===== config.mk =====
export PLATFORM = sky130hd
export DESIGN_NAME = addr_sequencer6_flat
export DESIGN_NICKNAME = d
export VERILOG_FILES = /design/src/rtl/addr_sequencer6_if.sv /design/src/rtl/addr_sequencer6.sv /design/src/flat_wrapper.sv
export SDC_FILE = /design/constraint.sdc
export NUM_CORES = 1
export LEC_CHECK = 0
export CORE_ASPECT_RATIO = 2
export CORE_MARGIN = 3
export CORE_UTILIZATION = 45
export CTS_CLUSTER_DIAMETER = 120
export DETAILED_ROUTE_END_ITERATION = 8
export PLACE_DENSITY = 0.68
export SYNTH_ARGS = -nofsm -noshare
export SYNTH_HDL_FRONTEND = slang
export SYNTH_SLANG_ARGS = --single-unit
export TNS_END_PERCENT = 5

===== constraint.sdc =====
create_clock -name clk -period 6.37 [get_ports clk]
set_input_delay 1.274 -clock clk [delete_from_list [all_inputs] [get_ports clk]]
set_output_delay 1.274 -clock clk [all_outputs]
set_load 0.02 [all_outputs]

===== src/rtl/addr_sequencer6_if.sv =====
// Request/decoder-drive bundle for addr_sequencer6; the optional parity pins
// exist only when ADDR_SEQ_PARITY_EN is defined.
interface addr_sequencer6_if;
  logic       req_valid;
  logic       req_ready;
  logic [5:0] req_addr;
  logic [2:0] req_burst;
  logic       en;
  logic [2:0] a_hi;
  logic [2:0] a_lo;
  logic       busy;
  logic       done;
`ifdef ADDR_SEQ_PARITY_EN
  logic       req_par;
  logic       par_err;
`endif

  modport master (
    output req_valid, req_addr, req_burst,
`ifdef ADDR_SEQ_PARITY_EN
    output req_par,
    input  par_err,
`endif
    input  req_ready, en, a_hi, a_lo, busy, done
  );

  modport slave (
    input  req_valid, req_addr, req_burst,
`ifdef ADDR_SEQ_PARITY_EN
    input  req_par,
    output par_err,
`endif
    output req_ready, en, a_hi, a_lo, busy, done
  );
endinterface


===== src/rtl/addr_sequencer6.sv =====
// Walks 1..8 consecutive 6-bit lines, pulsing en PULSE_CYCLES per line with GAP_CYCLES idle between;
// en rises 1 cycle after handshake, req_ready only in IDLE (no queueing). Option: ADDR_SEQ_PARITY_EN.
module addr_sequencer6 #(
  parameter int unsigned PULSE_CYCLES = 4,
  parameter int unsigned GAP_CYCLES   = 1
) (
  input  logic              clk,
  input  logic              rst_n,
  addr_sequencer6_if.slave  bus
);

  typedef enum logic [1:0] {IDLE, DRIVE, GAP} state_t;

  localparam logic [3:0] PULSE_LOAD = 4'(PULSE_CYCLES - 1);
  localparam logic [3:0] GAP_LOAD   = (GAP_CYCLES == 0) ? 4'd0 : 4'(GAP_CYCLES - 1);

  state_t     state_q, state_d;
  logic [3:0] cnt_q, cnt_d;
  logic [3:0] gcnt_q, gcnt_d;
  logic [5:0] cur_addr_q, cur_addr_d;
  logic [2:0] rem_q, rem_d;
  logic       pend_q, pend_d;
  logic       en_q, en_d;
  logic [5:0] addr_out_q, addr_out_d;
  logic       busy_q, busy_d;
  logic       done_q, done_d;
  logic       ready_q, ready_d;
  logic       par_err_q, par_err_d;
  logic       par_ok;

`ifdef ADDR_SEQ_PARITY_EN
  assign par_ok = ^{bus.req_burst, bus.req_addr, bus.req_par};
`else
  assign par_ok = 1'b1;
`endif

  always_comb begin
    state_d    = state_q;
    cnt_d      = cnt_q;
    gcnt_d     = gcnt_q;
    cur_addr_d = cur_addr_q;
    rem_d      = rem_q;
    pend_d     = pend_q;
    par_err_d  = 1'b0;
    case (state_q)
      IDLE: begin
        if (bus.req_valid && ready_q) begin
          if (par_ok) begin
            state_d    = DRIVE;
            cur_addr_d = bus.req_addr;
            rem_d      = bus.req_burst;
            cnt_d      = PULSE_LOAD;
          end else begin
            par_err_d  = 1'b1;
          end
        end
      end
      DRIVE: begin
        if (cnt_q != 4'd0) begin
          cnt_d = cnt_q - 4'd1;
        end else begin
          // pend_q remembers whether another line follows once rem_q has been consumed
          pend_d = (rem_q != 3'd0);
          if (rem_q != 3'd0) begin
            cur_addr_d = cur_addr_q + 6'd1;
            rem_d      = rem_q - 3'd1;
          end
          if (GAP_CYCLES != 0) begin
            state_d = GAP;
            gcnt_d  = GAP_LOAD;
          end else if (rem_q != 3'd0) begin
            state_d = DRIVE;
            cnt_d   = PULSE_LOAD;
          end else begin
            state_d = IDLE;
          end
        end
      end
      GAP: begin
        if (gcnt_q != 4'd0) begin
          gcnt_d = gcnt_q - 4'd1;
        end else if (pend_q) begin
          state_d = DRIVE;
          cnt_d   = PULSE_LOAD;
        end else begin
          state_d = IDLE;
        end
      end
      default: state_d = IDLE;
    endcase

    // Outputs are decoded from the next state so they appear registered, aligned with state_q
    en_d       = (state_d == DRIVE);
    addr_out_d = en_d ? cur_addr_d : 6'd0;
    busy_d     = (state_d != IDLE);
    ready_d    = (state_d == IDLE);
    done_d     = en_d && (cnt_d == 4'd0) && (rem_d == 3'd0);
  end

  always_ff @(posedge clk or negedge rst_n) begin
    if (!rst_n) begin
      state_q    <= IDLE;
      cnt_q      <= 4'd0;
      gcnt_q     <= 4'd0;
      cur_addr_q <= 6'd0;
      rem_q      <= 3'd0;
      pend_q     <= 1'b0;
      en_q       <= 1'b0;
      addr_out_q <= 6'd0;
      busy_q     <= 1'b0;
      done_q     <= 1'b0;
      ready_q    <= 1'b1;
      par_err_q  <= 1'b0;
    end else begin
      state_q    <= state_d;
      cnt_q      <= cnt_d;
      gcnt_q     <= gcnt_d;
      cur_addr_q <= cur_addr_d;
      rem_q      <= rem_d;
      pend_q     <= pend_d;
      en_q       <= en_d;
      addr_out_q <= addr_out_d;
      busy_q     <= busy_d;
      done_q     <= done_d;
      ready_q    <= ready_d;
      par_err_q  <= par_err_d;
    end
  end

  assign bus.req_ready = ready_q;
  assign bus.en        = en_q;
  assign bus.a_hi      = addr_out_q[5:3];
  assign bus.a_lo      = addr_out_q[2:0];
  assign bus.busy      = busy_q;
  assign bus.done      = done_q;
`ifdef ADDR_SEQ_PARITY_EN
  assign bus.par_err   = par_err_q;
`else
  logic unused_par_err;
  assign unused_par_err = par_err_q;
`endif

endmodule


===== src/flat_wrapper.sv =====
// flat-port wrapper written by rule: the top's interface ports become plain ports
module addr_sequencer6_flat 
#(
  parameter int unsigned PULSE_CYCLES = 4,
  parameter int unsigned GAP_CYCLES   = 1
)
  (clk, rst_n, bus_req_valid, bus_req_addr, bus_req_burst, bus_req_ready, bus_en, bus_a_hi, bus_a_lo, bus_busy, bus_done);
  addr_sequencer6_if bus_i ();
  input  logic clk;
  input  logic rst_n;
  input wire logic [$bits(bus_i.req_valid)-1:0] bus_req_valid;
  input wire logic [$bits(bus_i.req_addr)-1:0] bus_req_addr;
  input wire logic [$bits(bus_i.req_burst)-1:0] bus_req_burst;
  output wire logic [$bits(bus_i.req_ready)-1:0] bus_req_ready;
  output wire logic [$bits(bus_i.en)-1:0] bus_en;
  output wire logic [$bits(bus_i.a_hi)-1:0] bus_a_hi;
  output wire logic [$bits(bus_i.a_lo)-1:0] bus_a_lo;
  output wire logic [$bits(bus_i.busy)-1:0] bus_busy;
  output wire logic [$bits(bus_i.done)-1:0] bus_done;
  assign bus_i.req_valid = bus_req_valid;
  assign bus_i.req_addr = bus_req_addr;
  assign bus_i.req_burst = bus_req_burst;
  assign bus_req_ready = bus_i.req_ready;
  assign bus_en = bus_i.en;
  assign bus_a_hi = bus_i.a_hi;
  assign bus_a_lo = bus_i.a_lo;
  assign bus_busy = bus_i.busy;
  assign bus_done = bus_i.done;
  addr_sequencer6 #(.PULSE_CYCLES(PULSE_CYCLES), .GAP_CYCLES(GAP_CYCLES)) u_core (.clk(clk), .rst_n(rst_n), .bus(bus_i));
endmodule

### Yosys cells after proc, flatten, opt, wreduce, memory -nomap -nowiden

Cells that the tools add are included.

| cells by class | value |
|---|---|
| bitwise logic cells | 1 |
| add/subtract/negate cells | 4 |
| reduce and logical (&&, ||, !) cells | 14 |
| muxes and demuxes | 22 |
| equal/unequal tests | 5 |

Operators with widths:

| kind | count |
|---|---|
| two-way mux 4 bit | 6 |
| two-way mux 6 bit | 4 |
| one-hot mux 4 bit (3 select lines) | 1 |
| one-hot mux 6 bit (2 select lines) | 1 |
| two-way mux 3 bit | 3 |
| one-hot mux 4 bit (2 select lines) | 1 |
| nonzero test 4 bit | 2 |
| subtractor 4 x 1 -> 4 bit, second input constant | 2 |
| adder 6 x 1 -> 6 bit, second input constant | 1 |
| two-way mux 2 bit | 3 |
| one-hot mux 2 bit (3 select lines) | 1 |
| one-hot mux 3 bit (2 select lines) | 1 |
| equality test 2 x 1 -> 1 bit, second input constant | 2 |
| zero test 2 bit | 2 |
| zero test 4 bit | 1 |
| nonzero test 2 bit | 2 |
| logical AND 1 bit | 3 |
| zero test 3 bit | 1 |
| AND reduction 3 bit | 1 |
| nonzero test 3 bit | 1 |
| subtractor 3 x 1 -> 3 bit, second input constant | 1 |
| equality test 2 bit, second input constant | 1 |
| != test 2 x 1 -> 1 bit, second input constant | 1 |
| != test 2 bit, second input constant | 1 |
| 3 further kinds | 3 |

| storage, ports and cells | value |
|---|---|
| logic and storage cells | 57 |
| register bits after elaboration | 30 |
| input bits | 12 |

### Logic depth before layout (Yosys ltp)

Gate-level depths: netlist of run 1.

| depth | value |
|---|---|
| depth after elaboration | 6 |
| mapped depth | 9 |
| gate-level depth less buffers | 8 |

### Least setup slack after synthesis of run 1

No wires, ideal clock.

| path | value |
|---|---|
| kind | input -> register |
| from | input bus_req_valid |
| to | register u_core.done_q, in the netlist u_core.bus.done |
| slack | 3615 ps |
| cell stages on the path | 5 |
| library setup time | 95 ps |
| arrival time | 2660 ps |
| cell sequence | a21boi_0 > a211o_1 > a221o_1 > or4_1 > nor4b_2 |

| between the ends | value |
|---|---|
| longest elaborated chain between the ends | 6 |
| elaborated cells between the ends (all ways) | 12 |

RTL lines:

| item | RTL line | text |
|---|---|---|
| start, declared | flat_wrapper.sv:11 | `input wire logic [$bits(bus_i.req_valid)-1:0] bus_req_valid;` |
| logical AND 1 bit | addr_sequencer6.sv:47 | `if (bus.req_valid && ready_q) begin` |
| two-way mux 4 bit | addr_sequencer6.sv:47 |  |
| one-hot mux 4 bit (3 select lines) | addr_sequencer6.sv:45 | `case (state_q)` |
| net u_core.cnt_d[2] | addr_sequencer6.sv:18 | `logic [3:0] cnt_q, cnt_d;` |
| zero test 4 bit | addr_sequencer6.sv:97 | `done_d = en_d && (cnt_d == 4'd0) && (rem_d == 3'd0);` |
| logical AND 1 bit (2 in series) | addr_sequencer6.sv:97 |  |
| net u_core.done_d | addr_sequencer6.sv:26 | `logic done_q, done_d;` |
| end signal, assigned | addr_sequencer6.sv:124 | `done_q <= done_d;` |
| end, declared | addr_sequencer6.sv:26 |  |

The timed path passes the listed nets, and every way through them passes these cells.
A chain may end at the register's enable or synchronous reset.

### Final worst setup path of run 1

Same ends and word-level chain as after synthesis.

==> out/qor.yml, run 1 <==
run_status:
  status: "finished clean"
worst_setup_path:
  cp_max_fo: 10
  crit_type: "in -> reg"
  ff2ff_setup_slack_ns: 3.81
  critPathSlowestCell: "or4_1"
  critPathCaptureType: "flip-flop"
  worstPathCellList: "clkdlybuf4s50_1 -> and3_1 -> a31oi_1 -> o311ai_1 -> or4_1 -> nor4b_2"
  start_kind: "input port"
  required_ns: 6.56
  rr_worst_depth: 7
  slowest_delay_ns: 0.54
  cp_data_arrival_time_ns: 3.33
place:
  portBuffers: 21
  place_congestion: 0.807
  hpwl_um: 3070
worst_hold_path:
  hp-class: "reg -> reg"
  hold_depth: 2
final_layout:
  fillers: 349
  postLayoutCoreUtil: 0.560
  syn_to_final_growth_pct: 18.7
  antenna_cells: 0
  final_nets: 219
  drive_gt1_frac: 0.0909
power_and_ir_drop:
  ir_drop_mv: 0.303
  total_leakage_power_nw: 0.853
  power.density_nw_per_um2: 505
synth:
  synthesis.nets: 195
  async_flop_share: 1.00
  synth_top_flop_cell: "dfrtp_1"
  synth-edff-count: 0
  syn-instance-count: 173
  synth_cell_types: 51
  ys_seq_area_frac: 0.437
  syn_area_per_cell_um2: 9.94
  syn_area_um2: 1720
  ys_ff_latch: 30
  synth-warning-count: 0
floorplanning:
  design.die.area_um2: 4640
  initial_core_util: 0.472
  dieHeight_um: 93.4
  fp-row-count: 31
  dieWidth_um: 49.7
  coreArea_um2: 3650
  ios: 22
clock_tree:
  cts_max_path_buffers: 2
  clkSinkCount: 30
  insertion_delay_ns: 0.28
  cts_hold_buffers: 0
  cts_root_buffer: "clkbuf_8"
  clk_pin_slew_worst_paths_ns: 0.07
  h-tree-depth: 2
  cts-resized-gates: 0
  post_cts_buffers: 0
  cts_buffers: 5
  cts_tree: "built"
sta:
  max_slew_margin: 0.493
  finalSetupTns_ns: 0
  fin_skew_ns: 0.00568
  worstMarginPinSlew_ns: 0.759
  post-route-period-util: 0.493
  final_hold_viol_count: 0
  min_period_ns: 3.14
  slew_viol_final: 0
  max_freq_mhz: 318
  rsz0062_at_grt: "false"
  setup_viol: 0
route:
  drcViolationCount: 0
  ant_nets: 0
  routed_wl_um: 4150
  vias: 1429
  dr.pass1.iters: 4
  via_per_inst: 5.79
  drt-initial-drc-count: 29
  wl_per_cell_um: 16.8
global_routing:
  grt_pass1_wl_um: 7020
  grt.overflow.total: 0
  grt_use_total: 0.197
  grt_max_degree: 31
  grt_pass1_vias: 1487
  antenna_found_initial: 0
run:
  cap_violations: 0
[kinds of logic (layout without fill, tap and decap cells)]
| family | after synthesis | after routing | share of synthesized area |
|---|---|---|---|
| buffers and inverters | 18 | 43 | 0.0582 |
| xor gates and xnor gates | 5 | 5 | 0.0255 |
| AOI/OAI and AO/OA | 42 | 42 | 0.169 |
| adders and majority gates | 10 | 10 | 0.0728 |
| and+or+nand+nor | 66 | 66 | 0.226 |
| DFF | 30 | 30 | 0.437 |
| muxes | 2 | 2 | 0.0116 |
[through the flow]
stage	area [um2]	setup WS, ns	power (mW)	hold slack, ns	std cells
after floorplan	1720	3.62	0.716	0.468	173
after global placement	1950	3.01	0.854	0.502	239
after detailed placement	1950	2.96	0.876	0.529	239
after CTS	2040	3.24	1.04	0.543	247
after global routing	2040	3.13	1.11	0.566	247
final	2040	3.23	1.03	0.538	247
[final timing paths]
check | startpoint | endpoint
max in group asynchronous | rst_n | u_core.bus.req_ready
min | u_core.pend_q | u_core.pend_q
max reg2reg | u_core.state_q[1] | u_core.bus.done
min in group asynchronous | rst_n | u_core.cnt_q[1]
min reg2reg | u_core.pend_q | u_core.pend_q
max | bus_req_valid | u_core.bus.done
[flip-flops by register name (all words and copies together) (netlist names)]
signal and cells:
u_core.bus.en 1, u_core.cnt_q 4, u_core.addr_out_q 6, u_core.gcnt_q 4, u_core.state_q 2, u_core.bus.req_ready 1
u_core.pend_q 1, u_core.bus.done 1, u_core.cur_addr_q 6, u_core.bus.busy 1, u_core.rem_q 3
[critical path: cells and delay by family]
kind,cells,cell delay [ns]
compound gates,2,0.53
simple gates,3,1.08
buf+inv,1,0.45
[layout by cell type (no fill, tap or decap), types with 4 or more instances in the layout]
cell type	n
nor2_1	6
clkdlybuf4s50_1	21
nor2b_1	4
o211ai_1	4
a21oi_1	4
nand3_1	9
and2_1	7
ha_1	10
inv_1	12
nand2_1	14
clkbuf_8	5
o21ai_0	13
dfrtp_1	29
[final cells by class]
type                       count  area (um2)  share of cell area
inverter                      12        45.0              0.0221
tap                           49        61.3              0.0300
clock buffer                   5        68.8              0.0337
sequential                    30         752               0.368
clock inverter                 3        21.3              0.0104
timing repair buffer          23         225               0.110
multi-input combinational    125         867               0.425
[synthesized netlist by cell type, types with 2 or more instances]
library cell | count | area, um2
nor4_1 | 3 | 18.8
o21ai_0 | 13 | 65.1
nor4b_1 | 2 | 17.5
mux2i_1 | 2 | 20.0
a22o_1 | 2 | 17.5
xnor2_1 | 3 | 26.3
buf_2 | 2 | 10.0
nand3_1 | 9 | 45.0
xor2_1 | 2 | 17.5
ha_1 | 10 | 125
nor3_1 | 2 | 10.0
dfrtp_1 | 29 | 726
nor2b_1 | 4 | 25.0
and2_1 | 7 | 43.8
clkbuf_8 | 3 | 41.3
a22oi_1 | 2 | 15.0
nand2_1 | 14 | 52.6
nand4_1 | 3 | 18.8
o211ai_1 | 4 | 30.0
o22ai_1 | 3 | 18.8
nor2_1 | 6 | 22.5
inv_1 | 12 | 45.0
nor3b_1 | 3 | 22.5
a31oi_1 | 2 | 12.5
a21oi_1 | 4 | 20.0
nand2b_1 | 2 | 12.5
[power by group]
group	leakage (nW)	internal (mW)	switching [mW]	total, mW
clock network	0.0441	0.0765	0.0771	0.154
logic	0.433	0.228	0.321	0.549
registers	0.376	0.269	0.0601	0.329
total	0.853	0.573	0.458	1.03
[layer usage]
metal / GRT usage / vias up / share of wire
met5: 0 / - / 0
met4: 0.109 / 0 / 0.036
li1: - / 676 / -
met2: 0.355 / 44 / 0.56
met3: 0.0431 / 13 / 0.041
met1: 0.205 / 696 / 0.37
No activity file was read; power rests on OpenSTA's default activity.
==> run 2, diff against run 1 <==
==> constraint.sdc (replaced) <==
create_clock -name clk -period 2.9 [get_ports clk]
set_input_delay 0.58 -clock clk [delete_from_list [all_inputs] [get_ports clk]]
set_output_delay 0.58 -clock clk [all_outputs]
set_load 0.02 [all_outputs]
==> run 2 against run 1 <==
Effect of this change:
- worst hold slack lost 0.0021 ns
- count of clock-buffer cells in the layout up 1
- core utilization rose by 2.3 points
- sequential cell count is the same
- clock power increased to 3.5 times the previous value
- wire length up 4.7%
- register-to-register slack worse by 3.5 ns
- clock skew up 0.0014 ns
- design area rose by 4.0%
- sequential power rose by 120%
- combinational power rose by 130%
- critical endpoint unchanged
- largest power group unchanged
==> out/qor.yml, run 2 (same netlist as run 1, synthesis figures left out) <==
floorplanning:
  ios: 22  # unchanged
  initial_core_util: 0.472  # unchanged
  dieWidth_um: 49.7  # unchanged
  design.die.area_um2: 4640  # unchanged
  fp-row-count: 31  # unchanged
  dieHeight_um: 93.4  # unchanged
  coreArea_um2: 3650  # unchanged
global_routing:
  grt_use_total: 0.208  # +0.0103
  grt_pass1_wl_um: 7320  # +4.2%
  grt.overflow.total: 0  # unchanged
  grt_pass1_vias: 1575  # +5.9%
  grt_max_degree: 31  # unchanged
  antenna_found_initial: 0  # unchanged
final_layout:
  syn_to_final_growth_pct: 23.5
  drive_gt1_frac: 0.109  # +0.0180
  antenna_cells: 0  # unchanged
  layout_commonest_cell: "dfrtp_1"
  most-common-layout-cells: "29 x dfrtp_1, 21 x clkdlybuf4s50_1, 14 x nand2_1"
  final_nets: 223  # +1.8%
  top_regs: "u_core.addr_out_q x6, u_core.cur_addr_q x6"
  final_cells: 251  # +1.6%
clock_tree:
  cts_tree: "built"
  clk_pin_slew_worst_paths_ns: 0.07  # about the same
  clkSinkCount: 30  # unchanged
  cts_hold_buffers: 0  # unchanged
  insertion_delay_ns: 0.29  # about the same
  cts_buffers: 5  # unchanged
  post_cts_buffers: 0  # unchanged
  cts_max_path_buffers: 2  # unchanged
  cts-resized-gates: 0  # unchanged
  h-tree-depth: 2  # unchanged
  cts_root_buffer: "clkbuf_8"
sta:
  finalSetupTns_ns: 0  # unchanged
  max_slew_margin: 0.596  # +0.103
  fin_skew_ns: 0.00710  # +0.00142 ns
  worstMarginPinSlew_ns: 0.600  # -0.159 ns
  max_freq_mhz: 393
  post-route-period-util: 0.877
  min_period_ns: 2.54
  rsz0062_at_grt: "false"
  setup_viol: 0  # unchanged
  final_hold_viol_count: 0  # unchanged
  slew_viol_final: 0  # unchanged
worst_hold_path:
  hp-class: "reg -> reg"
place:
  place_inst: 243  # +1.7%
  hpwl_um: 3140  # +2.3%
  portBuffers: 21  # unchanged
  place_congestion: 0.864  # +7.1%
worst_setup_path:
  ff2ff_setup_slack_ns: 0.36  # -3.45 ns
  critPathCaptureType: "flip-flop"
  cp_data_arrival_time_ns: 2.73  # -0.60 ns
  crit_type: "reg -> reg"
  required_ns: 3.09  # -3.47 ns
  cp_max_fo: 7  # -3
  start_kind: "flip-flop"
power_and_ir_drop:
  total_leakage_power_nw: 0.899  # +5.3%
  ir_drop_mv: 0.668  # +120%
  power.density_nw_per_um2: 1180  # +130%
route:
  drcViolationCount: 0  # unchanged
  ant_nets: 0  # unchanged
  vias: 1452  # +1.6%
  drt-initial-drc-count: 48  # +66%
  wl_per_cell_um: 17.3  # +3.0%
  routed_wl_um: 4340  # +4.7%
  via_per_inst: 5.78  # about the same
  dr.pass1.iters: 4  # unchanged
run_status:
  status: "finished clean"
run:
  cap_violations: 0  # unchanged
## run 2: cell types whose count changed in the layout (fill, tap and decap cells not counted), sizes merged
cell,change
buf,+4
bufinv,+2
clkinv,-2
clkbuf,+1
clkinvlp,-1
## run 2: final cells by class
type	instances	area (um2)
Clock buffer	6	82.6
Clock inverter	2	60.1
Fill cell	344	1520
Inverter	12	45.0
Multi-Input combinational cell	125	867
Sequential cell	30	752
Tap cell	49	61.3
Timing Repair Buffer	27	255
## run 2: routing by layer
layer / part of all wire / vias to the layer above / routed length [um] / global-route usage
li1: - / 685 / - / -
met3: 0.036 / 12 / 156 / 0.0351
met5: 0 / - / 0 / 0
met2: 0.57 / 43 / 2470 / 0.402
met1: 0.36 / 712 / 1570 / 0.197
met4: 0.034 / 0 / 148 / 0.113
## run 2: where the power goes
group / internal (mW) / switching, mW
combinational: 0.524 / 0.722
sequential: 0.590 / 0.136
clock: 0.366 / 0.167
## run 2: critical path: stages, from the launching register on
cell	delay (ns)
dfrtp_1	0.43
inv_1	0.12
ha_1	0.27
or3b_1	0.51
a2bb2oi_2	0.18
o311ai_1	0.14
or4_1	0.55
nor4b_2	0.25
## run 2: stage by stage
stage	utilization	power [mW]	hold slack, ns	area (um2)	worst slack [ns]
4_1_cts	0.582	2.51	0.528	2120	0.380
2_1_floorplan	-	1.57	0.284	1720	0.668
6_report	0.582	2.50	0.536	2120	0.358
3_3_place_gp	0.543	1.91	0.505	1980	0.220
5_1_grt	0.582	2.68	0.561	2120	0.234
3_5_place_dp	0.543	1.96	0.513	1980	0.135
## run 2: path summary, 6_finish.rpt
path | to | start | depth (start not counted)
worst max-delay path | u_core.bus.done | u_core.cnt_q[0] | 7
worst min-delay path | u_core.pend_q | u_core.pend_q | 2
worst max register to register | u_core.bus.done | u_core.cnt_q[0] | 7
worst min register to register | u_core.pend_q | u_core.pend_q | 2
max in group asynchronous | u_core.bus.req_ready | rst_n | 2
min in group asynchronous | u_core.cnt_q[2] | rst_n | 2
==> run 3, diff against run 2 <==
--- a/config.mk
+++ b/config.mk
@@ -5,6 +5,7 @@
 export SDC_FILE = /design/constraint.sdc
 export NUM_CORES = 1
 export LEC_CHECK = 0
+export ABC_CLOCK_PERIOD_IN_PS = 2900
 export CORE_ASPECT_RATIO = 2
 export CORE_MARGIN = 3
 export CORE_UTILIZATION = 45
==> results of run 3 <==
Final layout, timing and power as in run 2 (identical DEF).
